--- src/rtl/alu_seq.sv ---
// alu_seq: handshaked integer ALU with registered result and iterative shifter
// Ports:
//   clk, rst_i                 clock, synchronous active-high reset
//   valid_i, ready_o           request handshake (op_i, a_i, b_i captured on accept)
//   valid_o, ready_i           result handshake (result_o and flags held until taken)
//   result_o                   registered result
//   overflow_o, carry_o        signed overflow and carry/borrow, ADD/SUB only
//   zero_o, illegal_o          result is zero, op code unassigned
//   busy_o                     an operation is in flight or its result is pending
module alu_seq #(
  parameter int WIDTH      = 32,
  parameter int SHIFT_STEP = 1
) (
  input  logic             clk,
  input  logic             rst_i,
  input  logic             valid_i,
  output logic             ready_o,
  input  logic [3:0]       op_i,
  input  logic [WIDTH-1:0] a_i,
  input  logic [WIDTH-1:0] b_i,
  output logic             valid_o,
  input  logic             ready_i,
  output logic [WIDTH-1:0] result_o,
  output logic             overflow_o,
  output logic             carry_o,
  output logic             zero_o,
  output logic             illegal_o,
  output logic             busy_o
);
  localparam int AW = $clog2(WIDTH);
  localparam logic [3:0] OP_ADD = 4'd0, OP_SUB = 4'd1, OP_SLL = 4'd2, OP_SRL = 4'd3, OP_SRA = 4'd4;
  typedef enum logic [1:0] {IDLE, SHIFT, DONE} state_t;
  state_t           state_q, state_d;
  logic [WIDTH-1:0] sh_q, sh_d, res_q, res_d;
  logic [AW-1:0]    cnt_q, cnt_d;
  logic [3:0]       op_q, op_d;
  logic             ov_q, ov_d, c_q, c_d, z_q, z_d, ill_q, ill_d;
  logic [WIDTH:0]   sum, diff;
  logic [WIDTH-1:0] alu_r, sra, sh_nxt;
  logic [AW-1:0]    amt, step;
  logic             alu_ov, alu_c, is_shift, accept;
  assign amt      = b_i[AW-1:0];
  assign is_shift = op_i == OP_SLL || op_i == OP_SRL || op_i == OP_SRA;
  assign ready_o  = !rst_i && (state_q == IDLE || (state_q == DONE && ready_i));
  assign accept   = valid_i && ready_o;
  assign sum      = {1'b0, a_i} + {1'b0, b_i};
  assign diff     = {1'b0, a_i} - {1'b0, b_i};
  // last step may be shorter than SHIFT_STEP; compare one bit wider so SHIFT_STEP==WIDTH fits
  assign step     = ({1'b0, cnt_q} < (AW+1)'(SHIFT_STEP)) ? cnt_q : AW'(SHIFT_STEP);
  // kept as its own assignment so the arithmetic shift is not made unsigned by a mixed ternary
  assign sra      = $signed(sh_q) >>> step;
  assign sh_nxt   = op_q == OP_SLL ? sh_q << step : op_q == OP_SRL ? sh_q >> step : sra;
  always_comb begin
    alu_r  = '0;
    alu_ov = 1'b0;
    alu_c  = 1'b0;
    case (op_i)
      OP_ADD: begin
        alu_r  = sum[WIDTH-1:0];
        alu_c  = sum[WIDTH];
        alu_ov = (a_i[WIDTH-1] == b_i[WIDTH-1]) && (sum[WIDTH-1] != a_i[WIDTH-1]);
      end
      OP_SUB: begin
        alu_r  = diff[WIDTH-1:0];
        alu_c  = diff[WIDTH];
        alu_ov = (a_i[WIDTH-1] != b_i[WIDTH-1]) && (diff[WIDTH-1] != a_i[WIDTH-1]);
      end
      OP_SLL, OP_SRL, OP_SRA: alu_r = a_i;
      4'd5: alu_r = a_i & b_i;
      4'd6: alu_r = a_i | b_i;
      4'd7: alu_r = a_i ^ b_i;
      4'd8: alu_r = WIDTH'($signed(a_i) < $signed(b_i));
      4'd9: alu_r = WIDTH'(a_i < b_i);
      default: alu_r = '0;
    endcase
  end
  always_comb begin
    state_d = state_q;
    sh_d    = sh_q;
    cnt_d   = cnt_q;
    op_d    = op_q;
    res_d   = res_q;
    ov_d    = ov_q;
    c_d     = c_q;
    z_d     = z_q;
    ill_d   = ill_q;
    if (state_q == SHIFT) begin
      sh_d  = sh_nxt;
      cnt_d = cnt_q - step;
      if (cnt_q == step) begin
        state_d = DONE;
        res_d   = sh_nxt;
        z_d     = sh_nxt == '0;
        ov_d    = 1'b0;
        c_d     = 1'b0;
        ill_d   = 1'b0;
      end
    end else if (state_q == DONE && ready_i) state_d = IDLE;
    if (accept) begin
      op_d  = op_i;
      sh_d  = a_i;
      cnt_d = amt;
      if (is_shift && amt != '0) state_d = SHIFT;
      else begin
        state_d = DONE;
        res_d   = alu_r;
        ov_d    = alu_ov;
        c_d     = alu_c;
        ill_d   = op_i > 4'd9;
        z_d     = alu_r == '0 && op_i <= 4'd9;
      end
    end
  end
  always_ff @(posedge clk) begin
    if (rst_i) begin
      state_q <= IDLE;
      sh_q    <= '0;
      cnt_q   <= '0;
      op_q    <= '0;
      res_q   <= '0;
      ov_q    <= 1'b0;
      c_q     <= 1'b0;
      z_q     <= 1'b0;
      ill_q   <= 1'b0;
    end else begin
      state_q <= state_d;
      sh_q    <= sh_d;
      cnt_q   <= cnt_d;
      op_q    <= op_d;
      res_q   <= res_d;
      ov_q    <= ov_d;
      c_q     <= c_d;
      z_q     <= z_d;
      ill_q   <= ill_d;
    end
  end
  assign valid_o    = state_q == DONE;
  assign busy_o     = state_q != IDLE;
  assign result_o   = res_q;
  assign overflow_o = ov_q;
  assign carry_o    = c_q;
  assign zero_o     = z_q;
  assign illegal_o  = ill_q;
endmodule

--- config.mk ---
export PLATFORM = sky130hd
export DESIGN_NAME = alu_seq
export DESIGN_NICKNAME = d
export VERILOG_FILES = /design/src/rtl/alu_seq.sv
export SDC_FILE = /design/constraint.sdc
export NUM_CORES = 1
export LEC_CHECK = 0
export BUFFER_PORTS_ARGS = -buffer_cell sky130_fd_sc_hd__buf_4
export CAP_MARGIN = 40
export CORE_ASPECT_RATIO = 1.75
export CORE_MARGIN = 2
export CORE_UTILIZATION = 50
export CTS_BUF_LIST = sky130_fd_sc_hd__clkbuf_8
export CTS_CLUSTER_SIZE = 40
export DETAILED_ROUTE_END_ITERATION = 8
export PLACE_DENSITY = 0.7
export SETUP_SLACK_MARGIN = 0.05
export SYNTH_ARGS = -nofsm -noshare
export SYNTH_HDL_FRONTEND = slang
export SYNTH_SLANG_ARGS = --single-unit
--- constraint.sdc ---
create_clock -name clk -period 6.1 [get_ports clk]
set_input_delay 0.915 -clock clk [delete_from_list [all_inputs] [get_ports clk]]
set_output_delay 0.915 -clock clk [all_outputs]
set_load 0.01 [all_outputs]
**After elaboration in Yosys (flattened, before gate mapping)**

Cells that the tools add are included.

- Div/mod/pow operators: 0
- $lt $le $gt $ge: 5
- Shifts and indexed selects: 3
- Add/sub/neg operators: 3
- Multiply operators: 0
- Muxes and demuxes: 35
- Bitwise gates (word level): 3
- Equal/unequal tests: 19
- Reduce and logical (&&, ||, !) cells: 21

Operators by type and width:

| kind | number |
|---|---|
| 2-to-1 mux 32 bit | 8 |
| one-hot mux 32 bit (8 select lines) | 1 |
| zero test 32 bit | 2 |
| less-than comparator 32 bit | 2 |
| adder 32 x 32 -> 33 bit | 1 |
| subtractor 32 x 32 -> 33 bit | 1 |
| bitwise AND 32 bit | 1 |
| bitwise OR 32 bit | 1 |
| << shifter 32 x 5 -> 32 bit | 1 |
| right shift 32 x 5 -> 32 bit | 1 |
| >>> shifter 32 x 5 -> 32 bit | 1 |
| XOR 32 bit | 1 |
| equality test 4 x 2 -> 1 bit (second input constant) | 4 |
| equality test 4 x 3 -> 1 bit (second input constant) | 4 |
| 2-to-1 mux 1 bit | 16 |
| 2-to-1 mux 5 bit | 3 |
| 2-to-1 mux 2 bit | 5 |
| equality test 4 bit (second input constant) | 2 |
| logical AND 1 bit | 7 |
| equality test 5 bit | 1 |
| less-than comparator 5 x 1 -> 1 bit (second input constant) | 1 |
| nonzero test 5 bit | 1 |
| subtractor 5 bit | 1 |
| equality test 4 x 1 -> 1 bit (second input constant) | 1 |
| other kinds (16) | 22 |

- Logic and storage cells: 98
- Register bits: 79
- Memories: 0
- Bits in latches: 0
- Memory bits (writable): 0
- Bits in read-only memories: 0
- Input bits: 72

**Depth between registers and ports, before layout**

- Word-level depth: 10
- Mapped depth: 14
- Mapped depth without buffers: 14

**Worst setup path before layout**

OpenSTA, ideal clock, no wires.

- Path type: input to register
- Start: in a_i[0]
- End: reg z_q (netlist: zero_o)
- Cell stages on the path: 14
- Path slack: 2.235 ns
- Data required time: 6.040 ns
- Data arrival time: 3.805 ns
- Path buffers: 0
- Library setup time: 0.060 ns
- Path through: ha_1 > inv_1 > fa_1 > nand2b_1 > a211o_1 > a2111oi_2 > o211ai_1 > nor2b_1 > xnor2_1 > a221oi_1 > and4b_1 > nand4_1 > nor4b_2 > a41o_1

- Word-level cells in the longest chain between the ends: 6

Ends and longest elaborated chain:

| item | line | text |
|---|---|---|
| start, declared | 19 | `input logic [WIDTH-1:0] a_i,` |
| subtractor 32 x 32 -> 33 bit, or another cell as far along | 47 | `assign diff = {1'b0, a_i} - {1'b0, b_i};` |
| one-hot mux 32 bit (8 select lines) * | 57 | `case (op_i)` |
| zero test 32 bit * | 110 | `z_d = alu_r == '0 && op_i <= 4'd9;` |
| logical AND 1 bit * | 110 |  |
| 2-to-1 mux 1 bit * | 103 | `if (is_shift && amt != '0) state_d = SHIFT;` |
| 2-to-1 mux 1 bit * | 99 | `if (accept) begin` |
| end signal, assigned | 133 | `z_q <= z_d;` |
| end, declared | 37 | `logic ov_q, ov_d, c_q, c_d, z_q, z_d, ill_q, ill_d;` |

Mark *: on every way between the ends. The rest lies on a longest branch, timed or not.
A chain may end at the register's enable or synchronous reset.

**Worst setup path in the final report**

- Start: in b_i[0]
- End: reg z_q (netlist: zero_o)

- Word-level cells in the longest chain between the ends: 6

Ends and longest elaborated chain:

| item | line | text |
|---|---|---|
| start, declared | 20 | `input logic [WIDTH-1:0] b_i,` |
| subtractor 32 x 32 -> 33 bit, or another cell as far along | 47 |  |
| one-hot mux 32 bit (8 select lines) | 57 |  |
| zero test 32 bit | 110 |  |
| logical AND 1 bit | 110 |  |
| 2-to-1 mux 1 bit * | 103 |  |
| 2-to-1 mux 1 bit * | 99 |  |

Marks and branches as above.

==> flow_metrics.py <==
metrics = {
    "worst_hold_path": {
        "hold-path-cell-count": 2,
        "hold_path.class": "reg -> reg",
        "hold_end": "op_q[3]$_SDFFE_PP0P_",
        "worstHoldStart": "op_q[3]$_SDFFE_PP0P_",
    },
    "critical_path": {
        "reg2reg_depth": 12,
        "timing.rr.start": "op_q[3]$_SDFFE_PP0P_",
        "required_ns": 6.41,
        "worst-path-buf-inv": 2,
        "crit_path_cell_trace": "buf_4 > ha_1 > inv_1 > fa_1 > nand2b_1 > a211o_1 > a2111oi_2 > or2_2 > o221ai_1 > a21oi_1 > nand4_1 > nor4_1 > nand4_1 > nor4b_2 > a41o_1",
        "worstPathArrival_ns": 4.89,
        "crit_top_cell": "nand4_1",
        "crit_fanout": 6,
        "cp_slowest_cell": "a2111oi_2",
        "reg2reg_slack_ns": 2.38,
        "cp-start-kind": "input port",
        "worstSetupPathType": "in -> reg",
        "critPathMaxStageDelay_ns": 0.45,
        "cpLargestDelayFamily": "compound AO/OA/AOI/OAI gates",
        "rr_endpoint": "zero_o$_SDFF_PP0_",
        "cp-end-kind": "flip-flop",
        "startpoint": "b_i[0]",
    },
    "timing": {
        "fin_worst_skew_ns": 0.00367,
        "setup_ws_ns": 1.52,
        "fin_crit_sh": 0.750,
        "rsz0062_at_grt": "no",
        "max_freq_mhz": 218,
        "setup_viol": 0,
        "relSlewSlack": 0.354,
        "final.min_clock_period_ns": 4.58,
        "drv_slew": 0,
        "worstMarginPinSlew_ns": 0.965,
        "fin_tns_setup_ns": 0,
        "finalHoldViolCount": 0,
    },
    "pwr": {
        "p_leak_nw": 4.68,
        "power_frac_comb": 0.478,
        "p_switching_mw": 0.833,
        "p_seq_frac": 0.300,
        "p_int_mw": 1.09,
        "clkPwrFrac": 0.223,
        "peakVddDrop_mv": 0.185,
        "fin_total_pwr_mw": 1.92,
        "netSwitchingFraction": 0.434,
        "power_density_nw_per_um2": 166,
    },
    "synth": {
        "synth-async-reset-ratio": 0,
        "synthTopCellsByArea": "dfxtp_1, ha_1, a21oi_1, nor2_1, nand2_1",
        "synth_edf_count": 0,
        "syn_avg_cell_area_sq_um": 7.17,
        "synth_top_cell_by_area": "dfxtp_1",
        "syn_inst": 1460,
        "synth_area_sq_um": 10500,
        "yosysSeqAreaShare": 0.151,
        "ys_types": 98,
        "synth.most_common_cell": "nor2_1",
        "ys_ff_latch": 79,
        "synth_top_area_share": 0.151,
        "yosys_warnings": 0,
        "syn_nets": 1648,
        "synthTopCellsByCount": "nor2_1, a21oi_1, nand2_1",
        "ys.flop_type": "dfxtp_1",
    },
    "cts": {
        "cts-root-buf": "clkbuf_8",
        "clock_sinks": 79,
        "cts_made_buffers": 9,
        "holdBufCountCts": 0,
        "clk_pin_slew_ns": 0.08,
        "cts_max_level": 3,
        "post_cts_buffers": 0,
        "clk_latency_ns": 0.37,
        "tritoncts": "yes",
        "cts_buffer_depth": 2,
        "cts_resized": 0,
    },
    "floorplanning": {
        "ios": 111,
        "die_w_um": 113,
        "rows": 70,
        "die-area_sq_um": 22200,
        "start_util": 0.504,
        "die_height_um": 195,
        "core-area_sq_um": 20800,
    },
    "place": {
        "port_buffers": 110,
        "post-place-ws_ns": 1.22,
        "gp_congestion": 1.08,
        "hpwl_mm": 34.1,
    },
    "global_routing": {
        "grt_usage": 0.387,
        "grt_max_degree": 73,
        "overflow": 0,
        "grt_pass1_wl_mm": 66.6,
        "antenna_found_initial": 0,
        "grt_pass1_vias": 11800,
    },
    "routing": {
        "drtAntennaViolNets": 0,
        "wl_per_cell_um": 25.2,
        "drt-total-wl_mm": 44.3,
        "drt_iter0_drc": 1243,
        "vias": 12100,
        "drc": 0,
        "drtPass1Iterations": 8,
        "via_per_inst": 6.88,
    },
    "final_layout": {
        "drive_above_1_share": 0.131,
        "nets": 1685,
        "antennaDiodeCount": 0,
        "syn2layout_area_growth_pct": 10.1,
    },
    "flow_run": {
        "maxCapViolCount": 0,
    },
    "status": {
        "outcome": "completed",
    },
}
==> area by class of cell <==
cell class / instances / area [sq um]
Inverter: 107 / 402
Fill cell: 2080 / 9230
Clock inverter: 7 / 87.6
Timing Repair Buffer: 130 / 1000
Sequential cell: 79 / 1580
Clock buffer: 9 / 124
Multi-Input combinational cell: 1170 / 8020
Tap cell: 252 / 315
==> per-stage QoR <==
stage               cells  area, sq um  hold WS [ns]  utilization
finish               1754        11500         0.465        0.555
CTS                  1753        11500         0.468        0.555
detailed placement   1737        11300         0.451        0.545
global placement     1733        11300         0.443        0.542
global route         1754        11500         0.492        0.555
floorplan            1460        10500         0.431            -
==> state kept, by name, summed over array words and instances, names as in the netlist <==
register,flops
op_q,4
result_o,32
overflow_o,1
state_q,2
illegal_o,1
zero_o,1
carry_o,1
sh_q,32
cnt_q,5
==> layer usage <==
layer	GRT usage	vias to the layer above	wire length [um]
li1	-	5468	-
met1	0.437	5691	16000
met2	0.670	693	21700
met3	0.0419	224	2950
met4	0.274	0	3580
met5	0	-	0
==> worst max path at each step <==
stage               depth (start not counted)           endpoint  slack (ns)
floorplan                                  14  zero_o$_SDFF_PP0_        2.23
global route                               15  zero_o$_SDFF_PP0_        1.37
CTS                                        15  zero_o$_SDFF_PP0_        1.60
finish                                     15  zero_o$_SDFF_PP0_        1.52
detailed placement                         15  zero_o$_SDFF_PP0_        1.22
global placement                           14  zero_o$_SDFF_PP0_        1.22
==> cell families after synthesis <==
logic type | count (synthesis) | synth area share
buffers and inverters | 211 | 0.0864
multiplexers | 42 | 0.0404
XOR/XNOR | 7 | 0.00586
flip-flops | 79 | 0.151
adder cells (fa/ha/maj) | 116 | 0.140
AND/OR/NAND/NOR | 476 | 0.222
AO/OA/AOI/OAI | 529 | 0.354
==> placed cells by master (no fill, tap or decap), types with 14 or more instances in the layout <==
| cell | synthesis | routed |
|---|---|---|
| nand2_1 | 135 | 135 |
| nor2b_1 | 15 | 14 |
| o21ai_0 | 79 | 79 |
| nand4_1 | 17 | 17 |
| ha_1 | 114 | 114 |
| a221oi_1 | 31 | 31 |
| nor3_1 | 34 | 34 |
| a22oi_1 | 40 | 40 |
| o221ai_1 | 16 | 16 |
| a21oi_1 | 138 | 138 |
| buf_4 | 10 | 126 |
| nand3_1 | 22 | 22 |
| nor2_1 | 154 | 153 |
| inv_1 | 106 | 106 |
| a211oi_1 | 32 | 32 |
| dfxtp_1 | 79 | 79 |
| o22ai_1 | 17 | 17 |
| mux2i_1 | 40 | 40 |
==> worst register-to-register path: stages (launching register included) <==
cell and delay (ns):
dfxtp_1 0.31, or3b_1 0.46, nor2_4 0.53, buf_4 0.38, mux2i_1 0.22, nand2_1 0.08
a21boi_0 0.13, or4_1 0.53, or4_1 0.42, nor4_1 0.20, a21oi_1 0.07, nor3_1 0.20
a41o_1 0.13
==> power groups by stage <==
stage | combinational [mW] | clock (mW) | sequential (mW)
finish | 0.917 | 0.427 | 0.575
CTS | 0.888 | 0.432 | 0.574
global placement | 0.884 | 0 | 0.586
global route | 0.977 | 0.447 | 0.577
detailed placement | 0.883 | 0 | 0.586
floorplan | 0.584 | 0 | 0.582
Note: power is estimated with default switching activity, not from simulation.
